### src/rtl/base_decode.sv
// base_decode: binary-to-one-hot decoder with an enable gate.
// Bit i of dout is high when en is high and din equals i.
//   en    in   1          decode enable; dout is all-zero when low
//   din   in   enc_width  binary index, MSB at bit 0
//   dout  out  dec_width  one-hot result, bit i for index i
module base_decode #(
  parameter int unsigned enc_width = 2,
  parameter int unsigned dec_width = 2 ** enc_width
) (
  input  logic                 en,
  input  logic [0:enc_width-1] din,
  output logic [0:dec_width-1] dout
);

  always_comb begin
    dout = '0;
    for (int i = 0; i < int'(dec_width); i++) begin
      dout[i] = en & (din == enc_width'(i));
    end
  end

endmodule

### src/rtl/base_rr_encode.sv
// base_rr_encode: registered round-robin encoder. Picks one of dec_width
// request lines, starting the scan at a rotating priority pointer, and
// presents its binary index over a valid/ready handshake.
//   clk       in   1          clock, rising edge
//   reset     in   1          asynchronous, active-high reset
//   en        in   1          capture enable
//   req       in   dec_width  request lines, bit i = source i
//   take      out  dec_width  one-hot capture pulse (combinational)
//   o_v       out  1          output valid (registered)
//   o_r       in   1          consumer ready
//   o_idx     out  enc_width  captured source index (registered), MSB at bit 0
//   o_onehot  out  dec_width  decode of o_idx, gated by o_v
module base_rr_encode #(
  parameter int unsigned enc_width = 2,
  parameter int unsigned dec_width = 2 ** enc_width
) (
  input  logic                 clk,
  input  logic                 reset,
  input  logic                 en,
  input  logic [0:dec_width-1] req,
  output logic [0:dec_width-1] take,
  output logic                 o_v,
  input  logic                 o_r,
  output logic [0:enc_width-1] o_idx,
  output logic [0:dec_width-1] o_onehot
);

  localparam int unsigned last_idx = dec_width - 1;

  logic [enc_width-1:0] ptr;
  logic [enc_width-1:0] ptr_nxt;
  logic [enc_width-1:0] sel;
  logic                 load;
  logic                 o_v_nxt;
  logic [0:enc_width-1] o_idx_nxt;

  // Wrap-around priority scan: lowest requester at or above p wins,
  // otherwise the lowest requester overall (the wrapped part of the scan).
  function automatic logic [enc_width-1:0] rr_pick(
    input logic [0:dec_width-1] r,
    input logic [enc_width-1:0] p
  );
    logic [enc_width-1:0] hi_sel;
    logic [enc_width-1:0] lo_sel;
    logic                 hi_hit;
    hi_sel = '0;
    lo_sel = '0;
    hi_hit = 1'b0;
    for (int i = int'(dec_width) - 1; i >= 0; i--) begin
      if (r[i]) begin
        lo_sel = enc_width'(i);
        if (i >= int'(p)) begin
          hi_sel = enc_width'(i);
          hi_hit = 1'b1;
        end
      end
    end
    return hi_hit ? hi_sel : lo_sel;
  endfunction

  // Next-state and take pulse; reset suppresses any capture.
  always_comb begin
    sel       = rr_pick(req, ptr);
    load      = ~reset & en & (~o_v | o_r) & (|req);
    o_v_nxt   = o_v;
    o_idx_nxt = o_idx;
    ptr_nxt   = ptr;
    take      = '0;
    for (int i = 0; i < int'(dec_width); i++) begin
      take[i] = load & (sel == enc_width'(i));
    end
    if (load) begin
      o_v_nxt   = 1'b1;
      o_idx_nxt = sel;
      ptr_nxt   = (32'(sel) == last_idx) ? '0 : sel + enc_width'(1);
    end else if (o_v && o_r) begin
      o_v_nxt = 1'b0;
    end
  end

  // Output register and priority pointer.
  always_ff @(posedge clk or posedge reset) begin
    if (reset) begin
      o_v   <= 1'b0;
      o_idx <= '0;
      ptr   <= '0;
    end else begin
      o_v   <= o_v_nxt;
      o_idx <= o_idx_nxt;
      ptr   <= ptr_nxt;
    end
  end

  base_decode #(
    .enc_width(enc_width),
    .dec_width(dec_width)
  ) u_decode (
    .en  (o_v),
    .din (o_idx),
    .dout(o_onehot)
  );

endmodule

### config.mk
export PLATFORM = sky130hd
export DESIGN_NAME = base_rr_encode
export DESIGN_NICKNAME = d
export VERILOG_FILES = /design/src/rtl/base_decode.sv /design/src/rtl/base_rr_encode.sv
export SDC_FILE = /design/constraint.sdc
export NUM_CORES = 1
export LEC_CHECK = 0
export CAP_MARGIN = 15
export CORE_AREA = 5 5 42 44
export DETAILED_ROUTE_END_ITERATION = 7
export DIE_AREA = 0 0 47 49
export GPL_TIMING_DRIVEN = 0
export PLACE_DENSITY_LB_ADDON = 0.15
export SYNTH_ARGS = -nofsm -noshare
export SYNTH_HDL_FRONTEND = slang
export SYNTH_SLANG_ARGS = --single-unit
### constraint.sdc
create_clock -name clk -period 2.3 [get_ports clk]
set_input_delay 0.23 -clock clk [delete_from_list [all_inputs] [get_ports clk]]
set_output_delay 0.23 -clock clk [all_outputs]
set_load 0.1 [all_outputs]
==> impl_metrics.ini, run 1 <==
[outcome]
status = finished clean

[layout]
multi_input_area_um2 = 327
final_layout_size_suffix_gt1_frac = 0.271
fin_nets = 83
fin_cells = 86
regArea_um2 = 125
antenna_cells = 0
utilization = 0.496
nFillCells = 153
areaGrowthSynthToFinish_pct = 57.7
stdcell_area_um2 = 694

[power_and_ir_drop]
leakagePower_nw = 0.346
total_power_w = 0.000684
switching_share = 0.550
powerDensity_nw_per_um2 = 985
clkPwrFrac = 0.152
ir_drop_mv = 0.513
p_sw_w = 0.000377
p_seq_frac = 0.225
intPower_w = 0.000308
combPwrFrac = 0.623

[placement]
hpwl_um = 819
place_inst = 82
placed_cell_area_um2 = 653
io_buffers = 18
place_congestion = 0.781

[die]
io_pins = 19
die_h_um = 49
dieArea_um2 = 2300
rows = 14
die_w_um = 47
floorplan.initialDensity = 0.314
core_um2 = 1400

[yosys]
synthXorXnorAreaFrac = 0
synth_top_area_cell = dfrtp_1
synthSimpleGateAreaFrac = 0.372
avgSynthCellArea_um2 = 9.18
synth_adder_area_share = 0.114
synthTopCellsByArea = dfrtp_1, ha_1, o31ai_1
ys_seq_area_frac = 0.284
netlist_instances = 48
synth_common_cells = dfrtp_1, and2_1, ha_1, nor2_1, o31ai_1
synth_top_family_by_area = simple AND/OR/NAND/NOR gates
synth_most_common_cell = dfrtp_1
netlist_area_um2 = 440
synth_compound_area_frac = 0.156
synth_top_cell_area_share = 0.284
ys_ff_latch = 5
synth_edf_count = 0
ys_warn_count = 0
async_reset_ff_frac = 1.00
ys.flop_type = dfrtp_1
syn_nets = 60
muxShareOfSynthArea = 0.0483
ys_types = 24

[global_routing]
antenna_found_initial = 0
track_usage = 0.102
met1_usage = 0.118
grt-ovfl-total = 0
grt_pass1_vias = 415
grt_pass1_wl_mm = 1.70
grtUsageMet3 = 0.0443
grtUsageMet2 = 0.161
grt_max_degree = 7
top_usage_layer = met2

[drt]
drc_errors = 0
ant_nets = 0
wl_um = 988
post_drt_wl_per_cell_um = 11.5
viasPerCell = 4.99
drtIter0Drc = 4
via_count = 429
drt_pass1_iterations = 4

[clock_tree]
clk_latency_ns = 0.25
numCtsBuffers = 3
postCtsResizedCells = 28
cts_post_setup_buffers_inserted = 0
cts_root_buf = clkbuf_4
cts_buffer_depth = 2
clkTransAtPathRegs_ns = 0.04
ctsHtreeMaxLevel = 1
cts_tree = built
cts.sinks = 5
postCtsHoldBufs = 0

[worst_setup_path]
r2r_setup_slack_ns = 0.63
crit_arrival_ns = 1.99
reg2reg_from = ptr[1]$_DFFE_PP0P_
r2r_cells = 5
worst-path-max-fanout = 6
rr_endpoint = ptr[1]$_DFFE_PP0P_
worstSetupEndpointType = output port
criticalPathCategory = flop to output port
slowest_stage = clkdlybuf4s50_1
start_kind = flop
cp_data_required_time_ns = 2.07
cpPeakStageDelay_ns = 1.12
crit_chain = and3_1 > clkdlybuf4s50_1

[sta]
setup_viol = 0
period_needed_ns = 2.22
rsz0062_at_grt = no
hold_ws_ns = 0.195
fmax_mhz = 451
finalCritPeriodShare = 0.965
slew_viol_final = 0
skew_ns = 0.000855
tightest_slew_ns = 0.968
hold_viol = 0
slew-limit-headroom = 0.354

[hold_path]
min_path_type = input port to async pin

[run]
max_cap_violations = 0
state kept, by name, summed over array words and instances, names as in the netlist:
name and cells:
o_v 1, ptr 2, o_idx 2
worst max-delay path by stage:
stage          cells after the start                 start     endpoint  slack (ns)
6_report                           2  o_idx[1]$_DFFE_PP0P_  o_onehot[3]        0.08
5_1_grt                            2  o_idx[1]$_DFFE_PP0P_  o_onehot[3]       0.006
4_1_cts                            2  o_idx[0]$_DFFE_PP0P_  o_onehot[1]        0.04
3_5_place_dp                       7                req[2]      take[1]       -0.87
3_3_place_gp                       7                req[2]      take[1]       -0.89
2_1_floorplan                      1       o_v$_DFFE_PP0P_  o_onehot[0]       -0.22
layout make-up:
type	count	share of cell area
timing repair buffer	18	0.267
clock buffer	4	0.0378
sequential	5	0.180
tap	16	0.0288
inverter	3	0.0162
multi-input combinational	40	0.470
metal layers:
metal	vias to the layer above	share of wire	wire length [um]
met5	-	0	0
met4	0	0.014	14
met3	2	0.087	86
met2	16	0.48	473
met1	195	0.42	412
li1	216	-	-
power by group through the flow:
stage | combinational, W | sequential (W) | clock [W]
2_1_floorplan | 0.000232 | 0.000242 | 0
3_3_place_gp | 0.000425 | 0.000157 | 0
3_5_place_dp | 0.000425 | 0.000156 | 0
4_1_cts | 0.000431 | 0.000156 | 0.000107
5_1_grt | 0.000455 | 0.000160 | 0.000115
6_report | 0.000427 | 0.000154 | 0.000104
per-stage QoR:
step                setup TNS (ns)  setup WS (ns)
floorplan                   -0.225         -0.225
global placement             -3.37         -0.890
detailed placement           -3.34         -0.873
CTS                              0         0.0353
global route                     0        0.00580
finish                           0         0.0810
critical path: cells and delay by family, from the launching register on:
kind	cells	cell delay, ns
buf+inv	1	1.12
flops	1	0.44
simple gates	1	0.18
cell families (layout without fill, tap and decap cells):
| logic type | Yosys count | in the layout |
|---|---|---|
| simple gates | 25 | 25 |
| compound gates | 9 | 9 |
| flops | 5 | 5 |
| fa+ha+maj | 4 | 4 |
| buf+inv | 3 | 25 |
| mux | 2 | 2 |
cell usage in the layout (no fill, tap or decap):
cell type,instances
or3_1,1
a21oi_1,1
and3b_1,1
clkbuf_4,3
o31ai_1,4
nor4_4,1
o41ai_1,1
and2_2,4
inv_1,3
dlymetal6s2s_1,3
buf_4,2
mux2_2,1
or3_4,1
nor2b_1,2
clkdlybuf4s50_1,11
and3_1,1
nor2_2,1
ha_1,4
or2_2,1
or2b_1,1
nand2b_1,3
clkbuf_1,1
a221oi_2,1
nor3b_2,1
o41a_1,1
nor2_1,3
dfrtp_1,5
a21oi_2,1
nand2_1,2
nor3_1,2
buf_6,2
mux2i_1,1
Note: power is estimated with default switching activity, not from simulation.
==> run 2: changes to the inputs <==
- GPL_TIMING_DRIVEN: 0 -> default
- clock period: 2.3 -> 2.35 ns (I/O delays scaled with it)
==> run 2 against run 1 <==
Setup slack gained 0.11 ns. Routed wire length up 8.1%. Total power decreased by 1.1%. Highest routed layer unchanged. Count of clock-buffer cells in the layout did not move. Cell count increased by 2.3%. Die area stayed put.
==> impl_metrics.ini, run 2 (synthesized netlist as in run 1, its figures left out) <==
[worst_setup_path]
worstSetupEndpointType = output port
criticalPathCategory = input port to output port
crit_arrival_ns = 1.92
reg2reg_from = ptr[1]$_DFFE_PP0P_
start_kind = input port
worst-path-max-fanout = 4
r2r_setup_slack_ns = 0.65
r2r_cells = 5
rr_endpoint = ptr[1]$_DFFE_PP0P_
cp_data_required_time_ns = 2.12

[global_routing]
grt_max_degree = 7
track_usage = 0.115
grt_pass1_vias = 441
antenna_found_initial = 0
grt_pass1_wl_mm = 1.88
grt-ovfl-total = 0

[clock_tree]
ctsHtreeMaxLevel = 1
cts.sinks = 5
numCtsBuffers = 3
cts_tree = built
postCtsResizedCells = 0
clk_latency_ns = 0.24
clkTransAtPathRegs_ns = 0.04
cts_buffer_depth = 2
postCtsHoldBufs = 0
cts_root_buf = clkbuf_4
cts_post_setup_buffers_inserted = 0

[placement]
place_inst = 84
io_buffers = 18
hpwl_um = 850
place_congestion = 0.842

[die]
core_um2 = 1400
die_h_um = 49
io_pins = 19
die_w_um = 47
rows = 14
dieArea_um2 = 2300
floorplan.initialDensity = 0.314

[drt]
drtIter0Drc = 10
wl_mm = 1.07
post_drt_wl_per_cell_um = 12.1
drc_errors = 0
route.met2.wl_um = 539
wl_met3_um = 114
wl_met1_um = 385
via_count = 442
top_layer = met4
drt_pass1_iterations = 3
ant_nets = 0
viasPerCell = 5.02

[sta]
slew_viol_final = 0
setup_viol = 0
rsz0062_at_grt = no
skew_ns = 0.00145
period_needed_ns = 2.16
fmax_mhz = 464
slew-limit-headroom = 0.704
tightest_slew_ns = 0.440
finalCritPeriodShare = 0.917
hold_viol = 0

[power_and_ir_drop]
powerDensity_nw_per_um2 = 936
leakagePower_nw = 0.341
total_power_w = 0.000677
ir_drop_mv = 0.525

[layout]
nFillCells = 153
most-common-layout-cells = buf_4, clkdlybuf4s50_1, dfrtp_1
fin_nets = 85
multi_input_area_um2 = 320
final_common_cell = buf_4
reg_top3 = o_idx (2), ptr (2), o_v (1)
antenna_cells = 0
regArea_um2 = 125
areaGrowthSynthToFinish_pct = 64.2
final_layout_size_suffix_gt1_frac = 0.375
fin_cells = 88

[hold_path]
min_path_type = input port to async pin

[outcome]
status = finished clean

[run]
max_cap_violations = 0
==> run 2: cell types whose count changed in the layout (fill, tap and decap cells not counted), moves of 2 or more <==
cell	before	now
buf_6	2	0
dlymetal6s2s_1	3	1
buf_4	2	9
clkdlybuf4s50_1	11	6
buf_12	0	4
==> run 2: power by group <==
group | internal, W | total, W | leakage (nW) | switching, W
Sequential | 0.000113 | 0.000149 | 0.0601 | 0.0000359
Combinational | 0.000131 | 0.000430 | 0.266 | 0.000299
Clock | 0.0000641 | 0.0000980 | 0.0150 | 0.0000339
Total | 0.000308 | 0.000677 | 0.341 | 0.000369
==> run 2: through the flow <==
step	utilization	instance area (um^2)	setup WS, ns	hold slack (ns)	setup TNS, ns
3_3_place_gp	0.493	691	0.0684	0.453	0
4_1_cts	0.512	717	0.0611	0.203	0
2_1_floorplan	-	453	-0.180	0.0135	-0.180
5_1_grt	0.516	723	0.0862	0.232	0
6_report	0.516	723	0.195	0.205	0
3_5_place_dp	0.493	691	0.0611	0.468	0
==> run 2: how the worst max path moves through the flow <==
stage                          from          end  slack (ns)
floorplan           o_v$_DFFE_PP0P_  o_onehot[0]       -0.18
global placement             req[2]      take[0]        0.07
detailed placement           req[2]      take[1]        0.06
CTS                          req[2]      take[1]        0.06
global route                 req[3]      take[0]        0.09
finish                       req[0]      take[2]        0.19
==> run 2: routing by layer <==
metal  vias to the layer above  GRT usage
met5                         -          0
met3                         4     0.0701
met4                         0     0.0553
met1                       192      0.131
met2                        20      0.165
li1                        226          -
==> run 2: layout make-up <==
class	instances	area share
Tap cell	16	0.0277
Clock buffer	4	0.0363
Inverter	3	0.0156
Timing Repair Buffer	20	0.304
Multi-Input combinational cell	40	0.443
Sequential cell	5	0.173
==> run 2: critical path: stages <==
cell	delay [ns]
clkdlybuf4s50_1	0.56
nand2_1	0.10
a221oi_1	0.27
buf_4	0.17
nor2_1	0.06
ha_1	0.18
and2_2	0.18
buf_12	0.16
==> run 3: changes to the inputs <==
- HOLD_SLACK_MARGIN: default -> 0.15
==> results of run 3 <==
Final layout, timing and power as in run 2 (identical DEF).
